**src/rtl/bit_serial_alu_seq.sv**
```systemverilog
// Bit-serial ALU sequencer: runs a WIDTH-bit add/sub/AND/OR one bit per clock,
// LSB first, owning the carry chain between bit slices and reporting flags.
module bit_serial_alu_seq #(
  parameter int unsigned WIDTH = 8
) (
  input  logic             clk,
  input  logic             rst,
  input  logic             start,
  input  logic [1:0]       op,
  input  logic [WIDTH-1:0] a,
  input  logic [WIDTH-1:0] b,
  output logic             busy,
  output logic             done,
  output logic [WIDTH-1:0] result,
  output logic             carry,
  output logic             zero,
  output logic             neg,
  output logic             ovf
);

  localparam int unsigned CW = $clog2(WIDTH);

  typedef enum logic [1:0] {S_IDLE, S_RUN, S_DONE} state_t;

  state_t           state;
  logic [WIDTH-1:0] sa, sb;
  logic [1:0]       opq;
  logic [CW-1:0]    cnt;
  logic             c;

  logic             bb, sum, cout, r, last;
  logic [WIDTH-1:0] res_next;

  // Single-bit slice: operands are shifted so bit i always sits at position 0.
  always_comb begin
    bb   = opq[0] ? ~sb[0] : sb[0];
    sum  = sa[0] ^ bb ^ c;
    cout = (sa[0] & bb) | (sa[0] & c) | (bb & c);
    case (opq)
      2'b10:   r = sa[0] & sb[0];
      2'b11:   r = sa[0] | sb[0];
      default: r = sum;
    endcase
    res_next      = result;
    res_next[cnt] = r;
    last          = (cnt == CW'(WIDTH - 1));
  end

  always_ff @(posedge clk) begin
    if (rst) begin
      state  <= S_IDLE;
      sa     <= '0;
      sb     <= '0;
      opq    <= '0;
      cnt    <= '0;
      c      <= 1'b0;
      busy   <= 1'b0;
      done   <= 1'b0;
      result <= '0;
      carry  <= 1'b0;
      zero   <= 1'b0;
      neg    <= 1'b0;
      ovf    <= 1'b0;
    end else begin
      case (state)
        S_IDLE, S_DONE: begin
          done <= 1'b0;
          if (start) begin
            sa     <= a;
            sb     <= b;
            opq    <= op;
            c      <= op[0];
            cnt    <= '0;
            result <= '0;
            carry  <= 1'b0;
            ovf    <= 1'b0;
            neg    <= 1'b0;
            zero   <= 1'b1;
            busy   <= 1'b1;
            state  <= S_RUN;
          end else begin
            state <= S_IDLE;
          end
        end
        S_RUN: begin
          result <= res_next;
          c      <= cout;
          sa     <= sa >> 1;
          sb     <= sb >> 1;
          cnt    <= cnt + CW'(1);
          if (last) begin
            // c still holds the carry into the MSB here, giving signed overflow.
            carry <= cout & ~opq[1];
            ovf   <= (cout ^ c) & ~opq[1];
            zero  <= (res_next == '0);
            neg   <= res_next[WIDTH-1];
            busy  <= 1'b0;
            done  <= 1'b1;
            state <= S_DONE;
          end
        end
        default: state <= S_IDLE;
      endcase
    end
  end

endmodule
```
**config.mk**
```make
export PLATFORM = sky130hd
export DESIGN_NAME = bit_serial_alu_seq
export DESIGN_NICKNAME = d
export VERILOG_FILES = /design/src/rtl/bit_serial_alu_seq.sv
export SDC_FILE = /design/constraint.sdc
export NUM_CORES = 1
export LEC_CHECK = 0
export ABC_AREA = 1
export CORE_MARGIN = 5
export CORE_UTILIZATION = 50
export DETAILED_ROUTE_END_ITERATION = 12
export GPL_TIMING_DRIVEN = 0
export PLACE_DENSITY_LB_ADDON = 0.2
export REMOVE_ABC_BUFFERS = 1
export SYNTH_ARGS = -nofsm -noshare
export SYNTH_HDL_FRONTEND = slang
export SYNTH_SLANG_ARGS = --single-unit
```
**constraint.sdc**
```tcl
create_clock -name clk -period 2.4 [get_ports clk]
set_input_delay 0.48 -clock clk [delete_from_list [all_inputs] [get_ports clk]]
set_output_delay 0.48 -clock clk [all_outputs]
set_load 0.01 [all_outputs]
```
==> After elaboration in Yosys (flattened, before gate mapping) <==
Index checks and enable logic that the tools add are counted.
{ "classes": {"add_sub_neg": 1, "eq_ne": 7, "n_mux": 32, "n_bitwise": 14, "magnitude_cmp": 2, "n_reduce_logical": 9} }
{ "ops": {"columns": ["cell", "n"], "rows": [
  ["one-hot mux 8 bit (2 select lines)", 3],
  ["two-way mux 8 bit", 3],
  ["one-hot mux 1 bit (2 select lines)", 8],
  ["two-way mux 1 bit", 12],
  ["bitwise mux 8 bit", 1],
  ["zero test 8 bit", 1],
  ["AND 1 bit", 6],
  ["== test 2 bit (second input constant)", 3],
  ["one-hot mux 3 bit (2 select lines)", 1],
  ["AND reduction 2 bit", 3],
  ["less-than comparator 3 x 4 -> 1 bit (second input constant)", 1],
  ["!= test 2 bit (second input constant)", 2],
  ["one-hot mux 2 bit (2 select lines)", 1],
  ["adder 3 x 1 -> 3 bit (second input constant)", 1],
  ["demux 1 bit (select 3 bit)", 1],
  ["== test 3 bit (second input constant)", 1],
  [">= comparator 3 x 1 -> 1 bit (second input constant)", 1],
  ["two-way mux 3 bit", 1],
  ["bitwise OR 1 bit", 3],
  ["AND reduction 3 bit", 1],
  ["bitwise XOR 1 bit", 3],
  ["== test 2 x 1 -> 1 bit (second input constant)", 1],
  ["zero test 2 bit", 1],
  ["two-way mux 2 bit", 1],
  ["other kinds (4)", 5]
]} }
{ "word_totals": {"elab_cells": 78, "register_bits": 38} }

==> Depth between registers and ports, before layout <==
Gate-level depths: netlist (run 1).
{ "logic_depth": {"word_depth": 9, "ltp_mapped": 12, "depth_no_buf": 11} }

==> Worst setup path before layout (run 1) <==
No wires, ideal clock.
{ "synth_timing": {"path_type": "flip-flop to flip-flop", "startpoint": "reg opq[0]", "endpoint": "reg zero", "synth_period_minus_slack_ns": 1.711, "setup_time_ns": 0.117, "stages_incl_launch_ff": 13, "slack_ns": 0.689, "t_arrival_ns": 1.593, "path_cell_list": "dfxtp_1 -> nor2_1 -> inv_1 -> nand2_1 -> fa_1 -> or2_1 -> buf_4 -> nand3_1 -> nand2_1 -> nand2_1 -> nor2_1 -> nand2_1 -> a21oi_1"} }
{ "synth_between": {"elab_chain_len": 8} }
{ "synth_rtl": {"columns": ["item", "line", "text"], "rows": [
  ["start, declared", "27", "logic [1:0] opq;"],
  ["start signal, assigned", "71", "opq <= op;"],
  ["two-way mux 1 bit", "36", "bb = opq[0] ? ~sb[0] : sb[0];"],
  ["bitwise XOR 1 bit (2 in a row)", "37", "sum = sa[0] ^ bb ^ c;"],
  ["one-hot mux 1 bit (2 select lines) *", "39", "case (opq)"],
  ["bitwise mux 8 bit *", "45", "res_next[cnt] = r;"],
  ["zero test 8 bit *", "95", "zero <= (res_next == '0);"],
  ["two-way mux 1 bit *", "91", "if (last) begin"],
  ["one-hot mux 1 bit (2 select lines) *", "65", "case (state)"],
  ["end signal, assigned", "95", null],
  ["end, declared", "16", "output logic zero,"]
]} }
Mark *: on every way between the ends. The rest lies on a longest branch, timed or not. The select of a mux whose other input is x is not followed.
A chain may end at the register's enable or synchronous reset.

==> results of run 1 <==
[through the flow]
stage,instances,utilization (%),setup slack (ns),cell area (um^2)
6_report,297,63.3,0.479,2150
5_1_grt,297,63.3,0.265,2150
4_1_cts,297,63.3,0.472,2150
3_5_place_dp,289,61.5,0.107,2090
3_3_place_gp,289,61.5,0.134,2090
2_1_floorplan,209,-,0.724,1690
[state kept, by name (all words and copies together) (netlist names)]
signal,cells
state,2
sb,8
done,1
carry,1
neg,1
c,1
cnt,3
busy,1
ovf,1
result,8
zero,1
opq,2
sa,8
[final cells by class]
| cell class | count | area, um^2 |
|---|---|---|
| Fill cell | 304 | 1240 |
| Multi-Input combinational cell | 146 | 831 |
| Sequential cell | 38 | 761 |
| Timing Repair Buffer | 34 | 340 |
| Inverter | 25 | 96.3 |
| Tap cell | 46 | 57.6 |
| Clock buffer | 7 | 55.1 |
| Clock inverter | 1 | 5.00 |
[cells in the final DEF (no fill, tap or decap), types with 2 or more instances in the layout]
master           synthesis  final
a21oi_1                 10     10
a221oi_2                 2      2
a31oi_1                  2      2
a32oi_1                  8      8
clkbuf_4                 0      5
clkdlybuf4s50_1          0     34
dfxtp_1                 38     38
ha_1                     2      2
inv_1                   18     18
inv_2                    5      5
nand2_1                 39     39
nand2_2                  3      3
nand2_4                  2      2
nand3_1                 26     26
nand3b_1                 3      3
nor2_1                  11     11
nor2_2                   2      2
nor3_1                   2      2
o211ai_1                 3      3
o21ai_0                  4      4
o21ai_1                 12     12
o22ai_1                  5      5
or2_1                    5      5
[worst max-delay path: cells and delay by family]
family                 cells  cell delay, ns
buffers and inverters      2            1.22
and+or+nand+nor            1            0.25
AOI/OAI and AO/OA          1            0.22
[per-layer routing]
| metal | wire (um) | share of wire, % |
|---|---|---|
| met1 | 1690 | 48 |
| met3 | 205 | 5.8 |
| met2 | 1620 | 46 |
| met4 | 25 | 0.70 |
| met5 | 0 | 0 |
[power breakdown]
part           switching (uW)  leakage (uW)  total, uW  internal, uW
sequential               20.7      0.000311        684           663
combinational             120      0.000506        206          86.4
clock                     201     0.0000353        343           142
[cells by family after synthesis]
logic type / after synthesis
buf+inv: 35
flops: 38
compound gates: 47
simple gates: 96
fa+ha+maj: 3
[final timing paths]
check / startpoint / to / slack, ns
worst min-delay path: sa[4] / sa[3] / 0.46
worst max-delay path: rst / result[5] / 0.48
worst min register to register: sa[4] / sa[3] / 0.46
worst max register to register: opq[0] / zero / 0.49
==> metrics.txt, run 1 <==
worst-margin pin slew=0.620 ns; initial DRC count=94; IO Port Bufs=34; Top Ports=35; Hold WS=0.464 ns; # rows=21; GRT busiest layer=met2; Root Driver=clkbuf_4; Synth Area in Simple Gates=27.0%; GRT overflow=0; Synth Area in Compound Gates=17.5%; Worst-Skew Late Latency=0.34 ns; die height=69.4 um; Max Clock Skew=0.00787 ns; RSZ-0062 raised after global routing=false; post-synthesis xor/xnor area fraction=0%; Post-CTS Setup Inserts=0; max_cap viols=0; number of synthesized flops with an enable pin=0; CP cell instances=clkdlybuf4s50_1 -> inv_2 -> nand2_2 -> o22ai_1; synthesized-area fraction occupied by adder cells=2.55%; NumNets Final=274; met1 GRT Util=19.8%; Chip Width=69.4 um; Max Fclk=520 MHz; Synth area leader=dfxtp_1; Avg Inst Size Synth=8.06 um^2; P_leak=0.000852 uW; most numerous cell in the Yosys netlist=nand2_1; clock slew at reported path FFs=0.11 ns; Synth area leaders=dfxtp_1 43%, nand2_1 8.3%, nand3_1 7.4%, a32oi_1 4.0%, inv_1 3.8%; PwrDens=575 nW/um^2; die area=4820 um^2; Critical Path Start Type=input port; hold depth=2; vias in the first global route=1375; share of cells above drive strength 1=10.4%; Final Setup Violations=0; dpl hpwl=2.57 mm; post-synth top area share=43.1%; clock buffer depth=2; largest net degree at the start of global routing=29; Synth cell types=33; Layout area overhead=21.5%; Setup TNS=0 ns; DRC Markers=0; synth warn=0; Starting Density=52.1%; clk sinks=38; critical path arrival=2.19 ns; core area=3390 um^2; Main synth FF type=dfxtp_1; Final period util=80.1%; CP Max Fanout=28; met3 Track Usage GR=3.62%; Post-CTS Hold Fix Bufs=0; portion of netlist area occupied by mux cells=0%; most frequent cells after synthesis=39 x nand2_1, 38 x dfxtp_1, 26 x nand3_1, 18 x inv_1, 12 x o21ai_1; post-synthesis sequential area ratio=43.1%; total track usage=15.2%; Tot Pwr=1230 uW; min-delay worst type=reg2reg; worst path required time=2.66 ns; total CTS buffers=5; largest family of logic cells by synthesized area=simple AND/OR/NAND/NOR gates; final wirelength=3.55 mm; CP endpoint kind=flip-flop; Max Slew Vio Count=0; via count=1553; crit-path max cell delay=0.72 ns; critical path class=in2reg; cts repair resizes=0; number of H-tree levels=2; vias per std cell=5.23; reg2reg path depth=11; Slew Limit Headroom=58.5%; initial antenna violation count=0; Seq cells post-synth=38; ANT cells=0; Post-Syn Instances=219; met2 Usage GRT=24.8%; fraction of registers with async set/reset=0%; cell area after synthesis=1770 um^2; first-pass GRT wire length=6.11 mm; Avg WL per Cell=11.9 um; outcome=finished, final reports clean; Detail Route Antenna Nets=0; CP max stage cell=clkdlybuf4s50_1; Fin. Hold Viols=0; drt first pass iters=4; CTS tree=yes; post-layout minimum cycle time=1.92 ns; VDD IR max=351 uV; Placer Congestion=0.837
(Power assumes the default switching activity.)
==> inputs of run 2 (changes only) <==
- clock period: 2.4 -> 1.9 ns (I/O delays scaled with it)
==> run 2 against run 1 <==
  * Utilization is 0.30 points higher
  * Critical path depth is 7 higher
  * Via count is 0.13% lower
  * Non-clock buffer count stayed put
  * Routed wire length is 0.51% lower
  * Sequential share of layout area hardly changed
  * Largest cell class unchanged
==> metrics.txt, run 2 (same netlist as run 1, synthesis figures left out) <==
crit-path max cell delay=0.41 ns (was 0.72 ns); critical path class=reg2reg (was in2reg); commonest non-fill, non-tap cell in the layout=nand2_1 (unchanged); critical path arrival=2.02 ns (was 2.19 ns); Top Ports=35 (unchanged); Core Util, Final=63.6% (was 63.3%); Worst Setup SP=opq[0] (was rst); largest registers=result: 8 flops, sa: 8 flops, sb: 8 flops (unchanged); vias per std cell=5.22 (was 5.23); worst path required time=2.14 ns (was 2.66 ns); NumNets Final=274 (unchanged); family with the most delay on the worst path=simple AND/OR/NAND/NOR gates (was buffers and inverters); share of cells above drive strength 1=12.0% (was 10.4%); total track usage=15.2% (about the same); # rows=21 (unchanged); FF-to-FF End=zero (unchanged); first-pass GRT wire length=6.11 mm (unchanged); die height=69.4 um (unchanged); initial DRC count=111 (was 94); total CTS buffers=5 (unchanged); dpl hpwl=2.57 mm (unchanged); core area=3390 um^2 (unchanged); Starting Density=52.1% (unchanged); stages on the worst setup path=11 (was 4); WP buf/inv=1 (was 2); Max Slew Vio Count=0 (unchanged); clk sinks=38 (unchanged); reg2reg path depth=11 (unchanged); CP max stage cell=fa_1 (was clkdlybuf4s50_1); CTS tree=yes (unchanged); clock buffer depth=2 (unchanged); IO Port Bufs=34 (unchanged); Root Driver=clkbuf_4 (unchanged); initial antenna violation count=0 (unchanged); Avg WL per Cell=11.9 um (about the same); Placer Congestion=0.837 (unchanged); R2R Setup Slk=0.12 ns (was 0.49 ns); ANT cells=0 (unchanged); Detail Route Antenna Nets=0 (unchanged); Worst-Skew Late Latency=0.33 ns (was 0.34 ns); max_cap viols=0 (unchanged); Setup TNS=0 ns (unchanged); worst-margin pin slew=0.664 ns (was 0.620 ns); P_leak=0.000855 uW (was 0.000852 uW); post-layout minimum cycle time=1.78 ns; commonest cells after routing, fill and taps aside=39 x nand2_1, 36 x dfxtp_1, 34 x clkdlybuf4s50_1, 26 x nand3_1, 18 x inv_1 (was 39 x nand2_1, 38 x dfxtp_1, 34 x clkdlybuf4s50_1, 26 x nand3_1, 18 x inv_1); largest net degree at the start of global routing=29 (unchanged); CP cell instances=nor2_2 -> inv_1 -> nand2_1 -> fa_1 -> or2_4 -> nand3_1 -> nand2_1 -> nand2_1 -> nor2_1 -> nand2_1 -> a21oi_1 (was clkdlybuf4s50_1 -> inv_2 -> nand2_2 -> o22ai_1); Final period util=93.9%; outcome=finished, final reports clean (unchanged); Fin. Hold Viols=0 (unchanged); DRC Markers=0 (unchanged); Chip Width=69.4 um (unchanged); vias in the first global route=1369 (was 1375); Final Setup Violations=0 (unchanged); Max Clock Skew=0.00441 ns (was 0.00787 ns); GRT overflow=0 (unchanged); Post-CTS Hold Fix Bufs=0 (unchanged); number of H-tree levels=2 (unchanged); Post-CTS Setup Inserts=0 (unchanged); Critical Path Start Type=flip-flop (was input port); RR Startpoint=opq[0] (unchanged); Slew Limit Headroom=55.6% (was 58.5%); drt first pass iters=4 (unchanged); PwrDens=725 nW/um^2 (was 575 nW/um^2); CP endpoint kind=flip-flop (unchanged); via count=1551 (was 1553); VDD IR max=430 uV (was 351 uV); Place WS=-0.293 ns (was 0.107 ns); setup slack after layout=0.117 ns (was 0.479 ns); Layout area overhead=22.1% (was 21.5%); die area=4820 um^2 (unchanged); CP most frequent cell=nand2_1; final wirelength=3.53 mm (was 3.55 mm); RSZ-0062 raised after global routing=true (was false); fin cells=297 (unchanged); min-delay worst type=reg2reg (unchanged); Setup crit end=zero (was result[5]); CP Max Fanout=8 (was 28); Max Fclk=561 MHz; clock slew at reported path FFs=0.11 ns (about the same); DP Cell Count=289 (unchanged)
run 2: worst min-delay path by stage:
stage	cells after the start	startpoint	endpoint	slack [ns]
4_1_cts	2	sa[4]	sa[3]	0.47
3_3_place_gp	2	sa[3]	sa[2]	0.44
2_1_floorplan	2	sa[2]	sa[1]	0.43
5_1_grt	2	done	done	0.48
3_5_place_dp	2	sa[3]	sa[2]	0.44
6_report	2	sa[3]	sa[2]	0.47
run 2: cell type report:
| class | count | area [um^2] |
|---|---|---|
| Inverter | 25 | 98.8 |
| Fill cell | 303 | 1230 |
| Tap cell | 46 | 57.6 |
| Clock buffer | 7 | 55.1 |
| Multi-Input combinational cell | 146 | 836 |
| Timing Repair Buffer | 34 | 340 |
| Clock inverter | 1 | 5.00 |
| Sequential cell | 38 | 763 |
run 2: per-layer routing:
metal | track usage (%) | vias up | part of all wire, %
li1 | - | 811 | -
met1 | 19.9 | 706 | 47
met2 | 24.7 | 32 | 48
met3 | 3.62 | 2 | 4.7
met4 | 4.56 | 0 | 0.23
met5 | 0 | - | 0
run 2: tightest hold or removal path, stage by stage, from the launching register on:
cell	delay, ns
dfxtp_1	0.34
a32oi_1	0.05
nand2_1	0.05
run 2: timing repair:
item	in CTS	in global routing
resized for setup	1	5
cloned	0	0
setup endpoints to repair	1	12
run 2: report_power, final:
part           internal, uW  switching (uW)
combinational           115             151
sequential              838            27.3
clock                   179             252
run 2: through the flow:
| stage | hold slack (ns) | area, um^2 | power [uW] |
|---|---|---|---|
| CTS | 0.469 | 2150 | 1580 |
| floorplan | 0.427 | 1690 | 1040 |
| global placement | 0.441 | 2090 | 1140 |
| detailed placement | 0.445 | 2090 | 1140 |
| global route | 0.484 | 2160 | 1660 |
| finish | 0.465 | 2160 | 1560 |
